### config.mk
export PLATFORM = sky130hd
export DESIGN_NAME = frame_scheduler
export DESIGN_NICKNAME = d
export VERILOG_FILES = /design/src/rtl/frame_scheduler.sv
export SDC_FILE = /design/constraint.sdc
export NUM_CORES = 1
export LEC_CHECK = 0
export CORE_AREA = 2 2 231 233
export CTS_BUF_LIST = sky130_fd_sc_hd__clkbuf_8
export CTS_CLUSTER_SIZE = 25
export DETAILED_ROUTE_END_ITERATION = 12
export DIE_AREA = 0 0 233 235
export HOLD_SLACK_MARGIN = 0.1
export MAX_ROUTING_LAYER = met4
export PLACE_DENSITY = 0.39
export SLEW_MARGIN = 5
export SYNTH_ARGS = -nofsm -noshare
export SYNTH_HDL_FRONTEND = slang
export SYNTH_SLANG_ARGS = --single-unit
### constraint.sdc
create_clock -name clk -period 5.9 [get_ports clk]
set_input_delay 1.77 -clock clk [delete_from_list [all_inputs] [get_ports clk]]
set_output_delay 1.77 -clock clk [all_outputs]
set_load 0.05 [all_outputs]
### src/rtl/frame_scheduler.sv
// Frame sequencer: N ping/pong data beats, META_LEN metadata beats, then a tlast counter beat.
// Optional metadata stall timeout enabled by defining FRAME_SCHED_META_TIMEOUT_EN.
module frame_scheduler #(
    parameter int DW       = 128,
    parameter int META_LEN = 2,
    parameter int CNT_W    = 32,
    parameter int TIMEOUT  = 255
) (
    input  logic                clk,
    input  logic                resetn,
    input  logic                enable,
    input  logic [15:0]         beats_per_frame,
    input  logic [DW-1:0]       s0_tdata,
    input  logic                s0_tvalid,
    output logic                s0_tready,
    input  logic [DW-1:0]       s1_tdata,
    input  logic                s1_tvalid,
    output logic                s1_tready,
    input  logic [DW-1:0]       meta_tdata,
    input  logic                meta_tvalid,
    output logic                meta_tready,
    output logic [DW-1:0]       m_tdata,
    output logic                m_tvalid,
    input  logic                m_tready,
    output logic                m_tlast,
    output logic [DW/8-1:0]     m_tkeep,
    output logic [CNT_W-1:0]    frame_count,
    output logic [2:0]          fsm_state,
    output logic                meta_timeout
);

    typedef enum logic [2:0] {
        IDLE  = 3'd0,
        DATA  = 3'd1,
        META  = 3'd2,
        COUNT = 3'd3
    } state_t;

    state_t      state;
    logic        ping_sel;
    logic [15:0] len_q;
    logic [15:0] beat_cnt;
    logic [15:0] len_next;
    logic        xfer;

`ifdef FRAME_SCHED_META_TIMEOUT_EN
    localparam int TW = $clog2(TIMEOUT + 1);
    logic          to_mode;
    logic [TW-1:0] stall_cnt;
`endif

    assign len_next  = (beats_per_frame == 16'd0) ? 16'd1 : beats_per_frame;
    assign xfer      = m_tvalid & m_tready;
    assign m_tkeep   = {(DW/8){m_tvalid}};
    assign fsm_state = state;

    always_comb begin
        s0_tready   = 1'b0;
        s1_tready   = 1'b0;
        meta_tready = 1'b0;
        m_tvalid    = 1'b0;
        m_tlast     = 1'b0;
        m_tdata     = '0;
        case (state)
            DATA: begin
                if (ping_sel) begin
                    m_tvalid  = s1_tvalid;
                    m_tdata   = s1_tdata;
                    s1_tready = m_tready;
                end else begin
                    m_tvalid  = s0_tvalid;
                    m_tdata   = s0_tdata;
                    s0_tready = m_tready;
                end
            end
            META: begin
`ifdef FRAME_SCHED_META_TIMEOUT_EN
                // After a timeout the remaining metadata beats are emitted as zeros.
                if (to_mode) begin
                    m_tvalid = 1'b1;
                end else
`endif
                begin
                    m_tvalid    = meta_tvalid;
                    m_tdata     = meta_tdata;
                    meta_tready = m_tready;
                end
            end
            COUNT: begin
                m_tvalid = 1'b1;
                m_tlast  = 1'b1;
                m_tdata  = DW'(frame_count);
            end
            default: ;
        endcase
    end

    always_ff @(posedge clk) begin
        if (!resetn) begin
            state       <= IDLE;
            ping_sel    <= 1'b0;
            frame_count <= '0;
            beat_cnt    <= '0;
            len_q       <= 16'd1;
        end else begin
            case (state)
                IDLE: if (enable) begin
                    len_q    <= len_next;
                    beat_cnt <= '0;
                    state    <= DATA;
                end
                DATA: if (xfer) begin
                    if (beat_cnt == len_q - 16'd1) begin
                        beat_cnt <= '0;
                        state    <= META;
                    end else begin
                        beat_cnt <= beat_cnt + 16'd1;
                    end
                end
                // beat_cnt is reused to count metadata beats.
                META: if (xfer) begin
                    if (beat_cnt == 16'(META_LEN - 1)) begin
                        beat_cnt <= '0;
                        state    <= COUNT;
                    end else begin
                        beat_cnt <= beat_cnt + 16'd1;
                    end
                end
                COUNT: if (xfer) begin
                    frame_count <= frame_count + 1'b1;
                    ping_sel    <= ~ping_sel;
                    beat_cnt    <= '0;
                    if (enable) begin
                        len_q <= len_next;
                        state <= DATA;
                    end else begin
                        state <= IDLE;
                    end
                end
                default: state <= IDLE;
            endcase
        end
    end

`ifdef FRAME_SCHED_META_TIMEOUT_EN
    always_ff @(posedge clk) begin
        if (!resetn) begin
            to_mode      <= 1'b0;
            stall_cnt    <= '0;
            meta_timeout <= 1'b0;
        end else if (state != META) begin
            to_mode   <= 1'b0;
            stall_cnt <= '0;
        end else if (!to_mode) begin
            if (meta_tvalid) begin
                stall_cnt <= '0;
            end else if (stall_cnt == TW'(TIMEOUT - 1)) begin
                to_mode      <= 1'b1;
                meta_timeout <= 1'b1;
            end else begin
                stall_cnt <= stall_cnt + 1'b1;
            end
        end
    end
`else
    assign meta_timeout = 1'b0;
`endif

endmodule

==> flow_summary_export.csv <==
group,metric,value,unit
cells_and_area,seqCellArea,1345,um2
pwr,leakagePower,4.620,nW
setup_path,rrSetupSlack,2.11,ns
setup_path,arrival,3.64,ns
global_route,grt_pass1_vias,9215,
timing,finalSetupViolations,0,
setup_path,r2r-start,"fsm_state[1]$_SDFFE_PN0P_",
synthesis,yosys_warnings,0,
cts,post-cts-setup-buffers,0,
cts,cts_hold_buf,0,
synthesis,synthCells,911,
run,max_cap_violations,0,
cells_and_area,drive_gt1_share,13.62,%
timing,slew_viol_final,0,
cells_and_area,final.fill_count,5690,
global_route,antenna_found_initial,12,
setup_path,r2r_cells,9,
synthesis,synth_cell_types,56,
setup_path,startpoint,"s1_tdata[65]",
synthesis,avgSynthCellArea,7.708,um2
setup_path,cp-start-kind,"primary input",
drt,drc,0,
timing,hold-worst-slack,0.5407,ns
pwr,power.density,294.6,nW/um2
setup_path,worstPathMaxFanout,1,
timing,skew,0.01781,ns
setup_path,r2r-end,"frame_count[31]$_SDFFE_PN0P_",
synthesis,netlist_area,7022,um2
synthesis,ys.flop_type,"dfxtp_1",
floorplan,ios,592,
timing,tns,0,ns
synthesis,synth_edf_count,0,
setup_path,cpMaxStageDelayCell,"clkdlybuf4s50_1",
floorplan,fp.dieArea,54760,um2
timing,min_period,5.405,ns
drt,finalWirelength,47.25,mm
global_route,grt_max_degree,134,
cts,cts_tree,"built",
min_path,hold_path_depth,1,
cts,cts_sinks,67,
drt,vias,9089,
cts,cts.clk_slew.worst_paths,0.09,ns
cts,cts_resized,0,
timing,final-hold-violation-count,0,
setup_path,crit_type,"in2out",
drt,ant_nets,0,
synthesis,synth.most_common_cell,"nor2_1",
synthesis,synth_top_area_cell,"mux2_2",
drt,drt_iter0_drc,543,
global_route,gr-usage-all-layers,17.12,%
global_route,grt-ovfl-total,0,
setup_path,cp_common_cell,"clkdlybuf4s50_1",
cts,numCtsBuffers,9,
setup_path,crit_required,4.13,ns
synthesis,seq_area_frac_synth,19.10,%
cts,cts_buffer_depth,2,
setup_path,end_kind,"primary output",
min_path,hold_class,"reg2reg",
placed_design,hpwlAfterDp,38.10,mm
setup_path,slowest_delay,0.81,ns
floorplan,die-width,233,um
synthesis,ys_ff_latch,67,
cells_and_area,multi_input_area,5206,um2
timing,rsz0062_at_grt,"no",
cts,root_buffer,"clkbuf_8",
floorplan,start_util,13.44,%
timing,fmax,0.1850,GHz
placed_design,place_congestion,0.8753,
synthesis,synth_area_leaders,"mux2_2, dfxtp_1, a22oi_1",
pwr,ir_drop,216.9,uV
run_status,status,"finished, final reports clean",
drt,vias_per_cell,4.275,
cells_and_area,area_delta_synth_final,98.50,%
cts,clock_latency,0.37,ns
floorplan,core,52240,um2
timing,max_slew_margin,34.57,%
timing,tightest_slew,0.9733,ns
drt,wl_per_cell,22.22,um
placed_design,port_buffers,589,
synthesis,synth_common_cells,"nor2_1, mux2_2, a22oi_1, clkbuf_1, dfxtp_1",
setup_path,worstSetupEndpoint,"m_tdata[65]",
floorplan,rows,84,
synthesis,synth_top_area_share,21.01,%
global_route,grt_pass1_wl,67.02,mm
floorplan,die_y,235,um
cts,cts-htree-levels,3,
synthesis,synthArstFlopShare,0,%
drt,dr.pass1.iters,5,
timing,finalCritPeriodShare,91.62,%
setup_path,path_cells,"clkdlybuf4s50_1 -> mux2_2 -> a22oi_1 -> nor2_1 -> clkdlybuf4s50_1",
cells_and_area,finalNetCount,1842,
[registers in the layout (all words and copies together) (netlist names)]
register,flops
ping_sel,1
frame_count,32
fsm_state,2
len_q,16
beat_cnt,16
[report_power, final]
group	total, mW	internal [mW]	leakage (nW)	switching [mW]
clock	0.417	0.220	0.106	0.198
sequential	0.536	0.483	0.543	0.0536
combinational	3.15	1.18	3.97	1.97
total	4.11	1.88	4.62	2.22
[cell usage in the layout, fill, tap and decap left out, types with 17 or more instances in the layout]
cell type / synthesis / final
clkdlybuf4s50_1: 0 / 571
nor2_1: 196 / 196
mux2_2: 131 / 131
a22oi_1: 98 / 98
dfxtp_1: 67 / 66
a222oi_1: 32 / 32
nand2_1: 31 / 31
nand3_1: 28 / 28
xnor2_1: 26 / 26
buf_12: 0 / 23
xor2_1: 22 / 22
a21oi_1: 17 / 17
mux2i_1: 17 / 17
[worst max-delay path: cells and delay by family]
kind | cells | cell delay, ns
buffers and inverters | 2 | 1.46
multiplexers | 1 | 0.22
AND/OR/NAND/NOR | 1 | 0.13
AO/OA/AOI/OAI | 1 | 0.05
[cell type report]
type | count | area share (%)
tap | 688 | 6.176
sequential | 67 | 9.650
multi-input combinational | 731 | 37.35
timing repair buffer | 603 | 44.79
clock inverter | 5 | 0.4309
clock buffer | 11 | 1.086
inverter | 15 | 0.4039
antenna | 6 | 0.1077
[stage by stage]
| stage | util (%) | instances | worst slack [ns] | instance area [um2] | power, mW |
|---|---|---|---|---|---|
| floorplan | - | 912 | 0.6322 | 7025 | 2.497 |
| global placement | 26.25 | 2104 | 0.4663 | 13710 | 3.735 |
| detailed placement | 26.25 | 2104 | 0.4974 | 13710 | 3.721 |
| CTS | 26.66 | 2120 | 0.4802 | 13920 | 4.161 |
| global route | 26.68 | 2126 | 0.4074 | 13940 | 4.344 |
| finish | 26.68 | 2126 | 0.4946 | 13940 | 4.107 |
[kinds of logic (layout without fill, tap and decap cells)]
group           count (synthesis)  after routing  share of synthesized area, %
buf+inv                       114            634                         7.430
flops                          67             67                         19.10
xor+xnor                       48             48                         5.987
mux                           148            148                         23.43
fa+ha+maj                       8              8                         1.426
other cells                     1              8                       0.05341
simple gates                  337            337                         21.85
compound gates                188            188                         20.72
[how the worst min path moves through the flow]
stage                                 to                      start  slack (ns)
2_1_floorplan     len_q[15]$_SDFFE_PN0P_     len_q[15]$_SDFFE_PN0P_        0.49
3_5_place_dp   beat_cnt[14]$_SDFFE_PN0P_  beat_cnt[14]$_SDFFE_PN0P_        0.53
5_1_grt        beat_cnt[14]$_SDFFE_PN0P_  beat_cnt[14]$_SDFFE_PN0P_        0.57
4_1_cts        beat_cnt[14]$_SDFFE_PN0P_  beat_cnt[14]$_SDFFE_PN0P_        0.55
3_3_place_gp      len_q[15]$_SDFFE_PN0P_     len_q[15]$_SDFFE_PN0P_        0.52
6_report       beat_cnt[14]$_SDFFE_PN0P_  beat_cnt[14]$_SDFFE_PN0P_        0.54
[metal layers]
metal	global-route usage [%]	routed length, um
met1	20.57	19900
met2	30.12	24480
met3	3.799	2768
met4	1.409	100
met5	-	0
Power figures use the tool's default switching activity.
